## config.mk

```make
export PLATFORM = sky130hd
export DESIGN_NAME = fir_fifo_sc
export DESIGN_NICKNAME = d
export VERILOG_FILES = /design/src/rtl/fir_fifo_sc.sv
export SDC_FILE = /design/constraint.sdc
export NUM_CORES = 1
export LEC_CHECK = 0
export BUFFER_PORTS_ARGS = -buffer_cell sky130_fd_sc_hd__buf_2
export CAP_MARGIN = 25
export CORE_ASPECT_RATIO = 1.5
export CORE_MARGIN = 10
export CORE_UTILIZATION = 65
export DETAILED_ROUTE_END_ITERATION = 12
export GPL_TIMING_DRIVEN = 0
export PLACE_DENSITY = 0.9
export SYNTH_ARGS = -nofsm -noshare
export SYNTH_HDL_FRONTEND = slang
export SYNTH_SLANG_ARGS = --single-unit
```

## constraint.sdc

```tcl
create_clock -name clk -period 9.1 [get_ports clk]
set_input_delay 0 -clock clk [delete_from_list [all_inputs] [get_ports clk]]
set_output_delay 0 -clock clk [all_outputs]
set_load 0.02 [all_outputs]
```

## src/rtl/fir_fifo_sc.sv

```systemverilog
// Single-clock FIFO for signed FIR samples with registered read data.
// Optional sticky overflow/underflow outputs are enabled by defining FIR_FIFO_ERR_EN.
module fir_fifo_sc #(
    parameter int unsigned WIDTH  = 16,
    parameter int unsigned DEPTH  = 64,
    parameter int unsigned ADDR_W = 6
) (
    input  logic                    clk,
    input  logic                    rst,
    input  logic                    wen,
    input  logic signed [WIDTH-1:0] din,
    output logic                    full,
    input  logic                    ren,
    output logic signed [WIDTH-1:0] dout,
`ifdef FIR_FIFO_ERR_EN
    output logic                    overflow,
    output logic                    underflow,
`endif
    output logic                    empty
);

    localparam int unsigned PTR_W = ADDR_W + 1;

    logic signed [WIDTH-1:0] mem [DEPTH];
    logic [PTR_W-1:0]        wr_ptr;
    logic [PTR_W-1:0]        rd_ptr;
    logic                    wr_acc;
    logic                    rd_acc;

    // Flags decode the registered pointers; the MSB distinguishes full from empty.
    always_comb begin
        empty  = (wr_ptr == rd_ptr);
        full   = (wr_ptr[ADDR_W-1:0] == rd_ptr[ADDR_W-1:0]) &&
                 (wr_ptr[ADDR_W] != rd_ptr[ADDR_W]);
        wr_acc = wen && !full;
        rd_acc = ren && !empty;
    end

    // Storage array is deliberately left out of reset.
    always_ff @(posedge clk) begin
        if (wr_acc) begin
            mem[wr_ptr[ADDR_W-1:0]] <= din;
        end
    end

    always_ff @(posedge clk or posedge rst) begin
        if (rst) begin
            wr_ptr <= '0;
        end else if (wr_acc) begin
            wr_ptr <= wr_ptr + PTR_W'(1);
        end
    end

    // dout only moves on an accepted read and otherwise holds.
    always_ff @(posedge clk or posedge rst) begin
        if (rst) begin
            rd_ptr <= '0;
            dout   <= '0;
        end else if (rd_acc) begin
            rd_ptr <= rd_ptr + PTR_W'(1);
            dout   <= mem[rd_ptr[ADDR_W-1:0]];
        end
    end

`ifdef FIR_FIFO_ERR_EN
    // Sticky error flags, cleared only by reset.
    always_ff @(posedge clk or posedge rst) begin
        if (rst) begin
            overflow  <= 1'b0;
            underflow <= 1'b0;
        end else begin
            if (wen && full) begin
                overflow <= 1'b1;
            end
            if (ren && empty) begin
                underflow <= 1'b1;
            end
        end
    end
`endif

endmodule

```

==> results of run 1 <==
kinds of logic after synthesis:
family          count (synthesis)  share of synthesized area
mux                           369                      0.138
simple gates                  233                     0.0276
xor+xnor                       19                    0.00405
compound gates                238                     0.0439
flops                        1054                      0.767
fa+ha+maj                       2                   0.000609
buf+inv                       136                     0.0192
state kept, by name (all words and copies together) (netlist names):
| register | count |
|---|---|
| dout | 16 |
| wr_ptr | 7 |
| rd_ptr | 7 |
| mem | 1024 |
synth_stat cells, types with 23 or more instances:
cell type / n / share of area
buf_2: 47 / 0.0057
mux4_2: 148 / 0.081
nand2_1: 37 / 0.0034
a22oi_1: 70 / 0.013
buf_4: 23 / 0.0042
a21oi_1: 32 / 0.0039
mux2i_1: 185 / 0.045
mux2_2: 31 / 0.0085
clkbuf_1: 27 / 0.0025
a221oi_1: 26 / 0.0055
edfxtp_1: 1024 / 0.75
nor2_1: 98 / 0.0090
dfrtp_1: 30 / 0.018
nand3_1: 36 / 0.0044
cells in the final DEF, fill, tap and decap left out, types with 26 or more instances in the layout:
cell type and instances:
a22oi_1 70, dfrtp_1 30, buf_8 56, nor2_2 63
nor2_1 35, buf_2 85, edfxtp_1 1024, a21oi_1 32
a221oi_1 26, nand3_1 36, mux2i_1 185, clkbuf_16 90
mux2_2 31, mux4_2 148, clkbuf_1 44, nand2_1 37
cell type report:
class / count / area [sq um]
Sequential cell: 1054 / 31500
Clock inverter: 57 / 713
Buffer: 122 / 736
Multi-Input combinational cell: 861 / 8950
Clock buffer: 107 / 2320
Timing Repair Buffer: 138 / 1660
Fill cell: 3189 / 15400
Tap cell: 798 / 998
Inverter: 14 / 52.6
Antenna cell: 4 / 10.0
through the flow:
step	power, mW	setup WS [ps]	util	hold WS [ps]	instance area, sq um
after floorplan	8.39	6150	-	90.8	41100
after global placement	10.1	5100	0.678	345	42300
after detailed placement	10.4	5530	0.699	179	43600
after CTS	14.3	5480	0.750	32.3	46800
after global routing	14.8	5230	0.753	98.3	46900
final	14.7	5310	0.753	30.8	46900
per-layer routing:
| layer | GRT usage | share of wire | vias to the layer above |
|---|---|---|---|
| li1 | - | - | 8935 |
| met1 | 0.410 | 0.29 | 12000 |
| met2 | 0.558 | 0.47 | 2478 |
| met3 | 0.103 | 0.14 | 647 |
| met4 | 0.286 | 0.10 | 8 |
| met5 | 0 | 0.00034 | - |
worst max-delay path, cell delays in order, from the launching register on:
cell	delay (ps)
dfrtp_1	370
buf_2	200
xor2_1	510
nor3_1	130
a21oi_1	340
nand3b_1	710
nor2_2	1110
power by group through the flow:
stage          clock network [mW]  logic, mW  registers (mW)
2_1_floorplan                   0       2.63            5.76
3_3_place_gp                    0       4.39            5.76
3_5_place_dp                    0       4.59            5.77
4_1_cts                      3.99       4.68            5.67
5_1_grt                      4.17       4.96            5.68
6_report                     4.01       4.97            5.68
how the worst max path moves through the flow:
stage	from	to	slack (ps)	cells after the start
3_5_place_dp	wr_ptr[4]	mem[21][12]	5530	6
4_1_cts	wr_ptr[4]	mem[21][13]	5480	6
5_1_grt	wr_ptr[0]	mem[21][13]	5230	6
3_3_place_gp	rd_ptr[4]	mem[45][8]	5100	6
2_1_floorplan	rd_ptr[4]	mem[57][0]	6150	6
6_report	wr_ptr[0]	mem[21][13]	5310	6
repair_timing:
action,in CTS,in global routing
setup buffers,0,0
endpoints found under the hold margin,302,134
hold buffers,15,4
==> results.yml, run 1 <==
run_status:
  status: "finished clean"
floorplan:
  core_area_sq_um: 62400
  pin_count: 38
  initial_core_util: 0.659
  num_rows: 112
  dieArea_sq_um: 73900
  die_h_um: 328
  die_w_um: 225
clock_network:
  root_buffer: "clkbuf_16"
  cts_tree: "done"
  path_clk_slew_ps: 70
  htree_levels: 3
  insertion_delay_ps: 690
  cts_sinks: 1054
  cts_inserted_buffers: 89
  ctsResizeCount: 0
  clk_path_buf_depth: 3
detailed_routing:
  first_iter_violations: 3959
  dr.pass1.iters: 6
  wire_per_inst_um: 41.4
  via_count: 24100
  drcViolationCount: 0
  wirelength_um: 130000
  ant_nets: 0
  vias_per_cell: 7.63
setup_path:
  cp.required_ps: 9380
  cp.arrival_ps: 4070
  r2r-start: "wr_ptr[0]"
  startpoint_type: "flop"
  reg2reg_to: "mem[21][13]"
  r2r_slack_ps: 5310
  end_kind: "flop"
  r2r_cells: 6
  crit_fanout: 16
  path_class: "flop to flop"
global_route:
  grt_max_degree: 65
  overflow: 0
  antenna_found_initial: 6
  first_global_vias: 23700
  grt_first_pass_wirelength_um: 181000
  grt_util_all_layers: 0.357
placement:
  gp_congestion: 1.04
  placedCellCount: 2962
  hpwlAfterDp_um: 83600
  portBuffers: 37
job:
  maxCapViolCount: 0
timing:
  fmaxAchievable_mhz: 264
  period_minus_slack_ps: 3790
  tns_ps: 0
  finalHoldViolations: 0
  final-max-slew-violation-count: 0
  timing.final.crit_share: 0.416
  setup_viol: 0
  worstMarginPinSlew_ps: 1340
  slew_headroom: 0.107
  rsz0062_at_grt: "false"
  skew_ps: 31.4
logic_synthesis:
  yosysSeqAreaShare: 0.767
  syn-num-nets: 2073
  ys.warnings.count: 0
  syn_area_sq_um: 41100
  post_synth_inst_count: 2051
  async_reset_ff_frac: 0.0285
  synth-seq-cells: 1054
  ys.flop_type: "edfxtp_1"
  synth-edff-count: 1024
  synth.distinct_cells: 66
  syn_avg_cell_area_sq_um: 20.0
finish:
  num-nets-final: 2302
  final_cells: 3155
  drive_gt1_frac: 0.251
  area.growth.synth_to_final_pct: 14.3
power:
  p_comb_frac: 0.339
  pwr-share-seq: 0.387
  p_int_mw: 9.43
  p_leak_nw: 15.3
  power_density_nw_per_um2: 312
  p_clk_frac: 0.274
  switching_share: 0.357
  irDropWorstVdd_uv: 214
  power.switching_mw: 5.23
min_path:
  worst_hold_path_type: "primary input to asynchronous set/reset pin"
Note: power is estimated with default switching activity, not from simulation.
==> run 2: changes to the inputs <==
Settings changed: CORE_UTILIZATION 65 to 63, PLACE_DENSITY 0.9 to 0.87.
Clock period 9.1 ns to 3.76 ns, I/O delays scaled along.
==> run 2 against run 1 <==
Compared with the run above: utilization down 2.6 points; final area hardly changed; via count is 0.29% lower; first-iteration DRC count rose by 6.4%; count of clock-buffer cells in the layout rose by 5; sequential power up 140%; combinational power up 140%; clock power increased by 130%; flip-flop and latch count is the same; wire length increased by 0.27%; largest cell class unchanged; highest routed layer unchanged.
==> results.yml, run 2 (same netlist as run 1, synthesis figures left out) <==
run_status:
  status: "finished clean"
detailed_routing:
  wirelength_um: 131000
  via_count: 24000
  first_iter_violations: 4213
  vias_per_cell: 7.46
  ant_nets: 0
  wire_per_inst_um: 40.7
  drcViolationCount: 0
  dr.pass1.iters: 7
setup_path:
  cp.required_ps: 4270
  cp.arrival_ps: 4270
  r2r_cells: 9
  startpoint_type: "flop"
  end_kind: "flop"
  path_class: "flop to flop"
  crit_fanout: 10
clock_network:
  cts_sinks: 1054
  path_clk_slew_ps: 70
  htree_levels: 3
  clk_path_buf_depth: 3
  cts_setup_buffers: 0
  cts_inserted_buffers: 89
  insertion_delay_ps: 670
  cts_tree: "done"
  root_buffer: "clkbuf_16"
timing:
  slew_headroom: 0.160
  period_minus_slack_ps: 3750
  fmaxAchievable_mhz: 266
  skew_ps: 30.5
  tns_ps: 0
  rsz0062_at_grt: "false"
  fin_ws_ps: 5.56
  worstMarginPinSlew_ps: 1260
  final-max-slew-violation-count: 0
  finalHoldViolations: 0
  setup_viol: 0
  holdWs_ps: 209
  timing.final.crit_share: 0.999
floorplan:
  die_h_um: 333
  pin_count: 38
  num_rows: 114
  core_area_sq_um: 64600
  die_w_um: 229
  initial_core_util: 0.636
  dieArea_sq_um: 76000
placement:
  hpwlAfterDp_um: 81900
  portBuffers: 37
  gp_congestion: 1.02
  placed_area_sq_um: 43700
  placedCellCount: 3032
  place_ws_ps: 14.8
power:
  p_clk_frac: 0.267
  p_leak_nw: 15.2
  switching_share: 0.362
  power.switching_mw: 12.7
  total_power_mw: 35.2
  p_comb_frac: 0.342
  irDropWorstVdd_uv: 499
  pwr-share-seq: 0.390
  p_int_mw: 22.5
  power_density_nw_per_um2: 750
finish:
  fin_util: 0.727
  final_cell_area_sq_um: 46900
  area.growth.synth_to_final_pct: 14.3
  num-fill-cells: 3406
  drive_gt1_frac: 0.252
  num-nets-final: 2298
  final_cell_mix: "1024 x edfxtp_1, 183 x mux2i_1, 148 x mux4_2"
  final_cells: 3218
  largest_reg_flops: 1024
  layout.cells.most_common: "edfxtp_1"
global_route:
  antenna_found_initial: 4
  grt_max_degree: 65
  grt_util_all_layers: 0.344
  overflow: 0
  grt_first_pass_wirelength_um: 183000
  first_global_vias: 23900
min_path:
  hold_depth: 4
  worst_hold_path_type: "primary input to flop"
job:
  maxCapViolCount: 0
-- run 2: cell count changes in the layout (fill, tap and decap cells not counted), sizes merged --
cell	delta
buf	-3
clkinvlp	-3
clkbuf	+3
dlygate4sd3	+1
bufinv	-7
diode	-2
inv	+2
-- run 2: critical path, cell delays in order (launching register included) --
cell and delay, ps:
dfrtp_1 420, buf_6 210, buf_6 210, buf_4 350
buf_2 520, mux4_2 420, mux2i_2 450, o22ai_1 200
a2111oi_1 660, a21oi_1 140
-- run 2: final timing paths --
| kind | end | from | slack (ps) |
|---|---|---|---|
| min reg2reg | wr_ptr[6] | wr_ptr[6] | 550 |
| max in group asynchronous | dout[9] | rst | 2740 |
| min in group asynchronous | rd_ptr[5] | rst | 480 |
| max reg2reg | dout[8] | rd_ptr[1] | 6 |
| min | wr_ptr[0] | wen | 210 |
| max | dout[8] | rd_ptr[1] | 6 |
-- run 2: cell type report --
class	instances	area, sq um	area share
tap	870	1090	0.0232
antenna	2	5.00	0.000107
sequential	1054	31500	0.671
clock buffer	112	2380	0.0508
multi-input combinational	861	8980	0.191
clock inverter	49	513	0.0109
inverter	14	52.6	0.00112
timing repair buffer	135	1690	0.0360
buffer	121	732	0.0156
-- run 2: power groups by stage --
stage          combinational [mW]  clock, mW  sequential (mW)
3_5_place_dp                 11.1          0             13.9
5_1_grt                      12.1       9.75             13.7
4_1_cts                      11.3       9.33             13.7
3_3_place_gp                 10.6          0             13.9
6_report                     12.1       9.41             13.7
2_1_floorplan                6.36          0             13.9
-- run 2: what timing repair did --
item / CTS / global route
hold buffers: 17 / 3
cloned: 0 / 0
hold endpoints to repair: 348 / 100
pin swaps: 0 / 1
endpoints found under the setup margin: 2 / 22
resized for setup: 2 / 5
-- run 2: layer usage --
layer | routed length [um] | share of wire | global-route usage
met1 | 39300 | 0.30 | 0.399
met2 | 60000 | 0.46 | 0.525
met3 | 17800 | 0.14 | 0.0975
met4 | 13700 | 0.10 | 0.292
met5 | 30 | 0.00023 | 0.000637
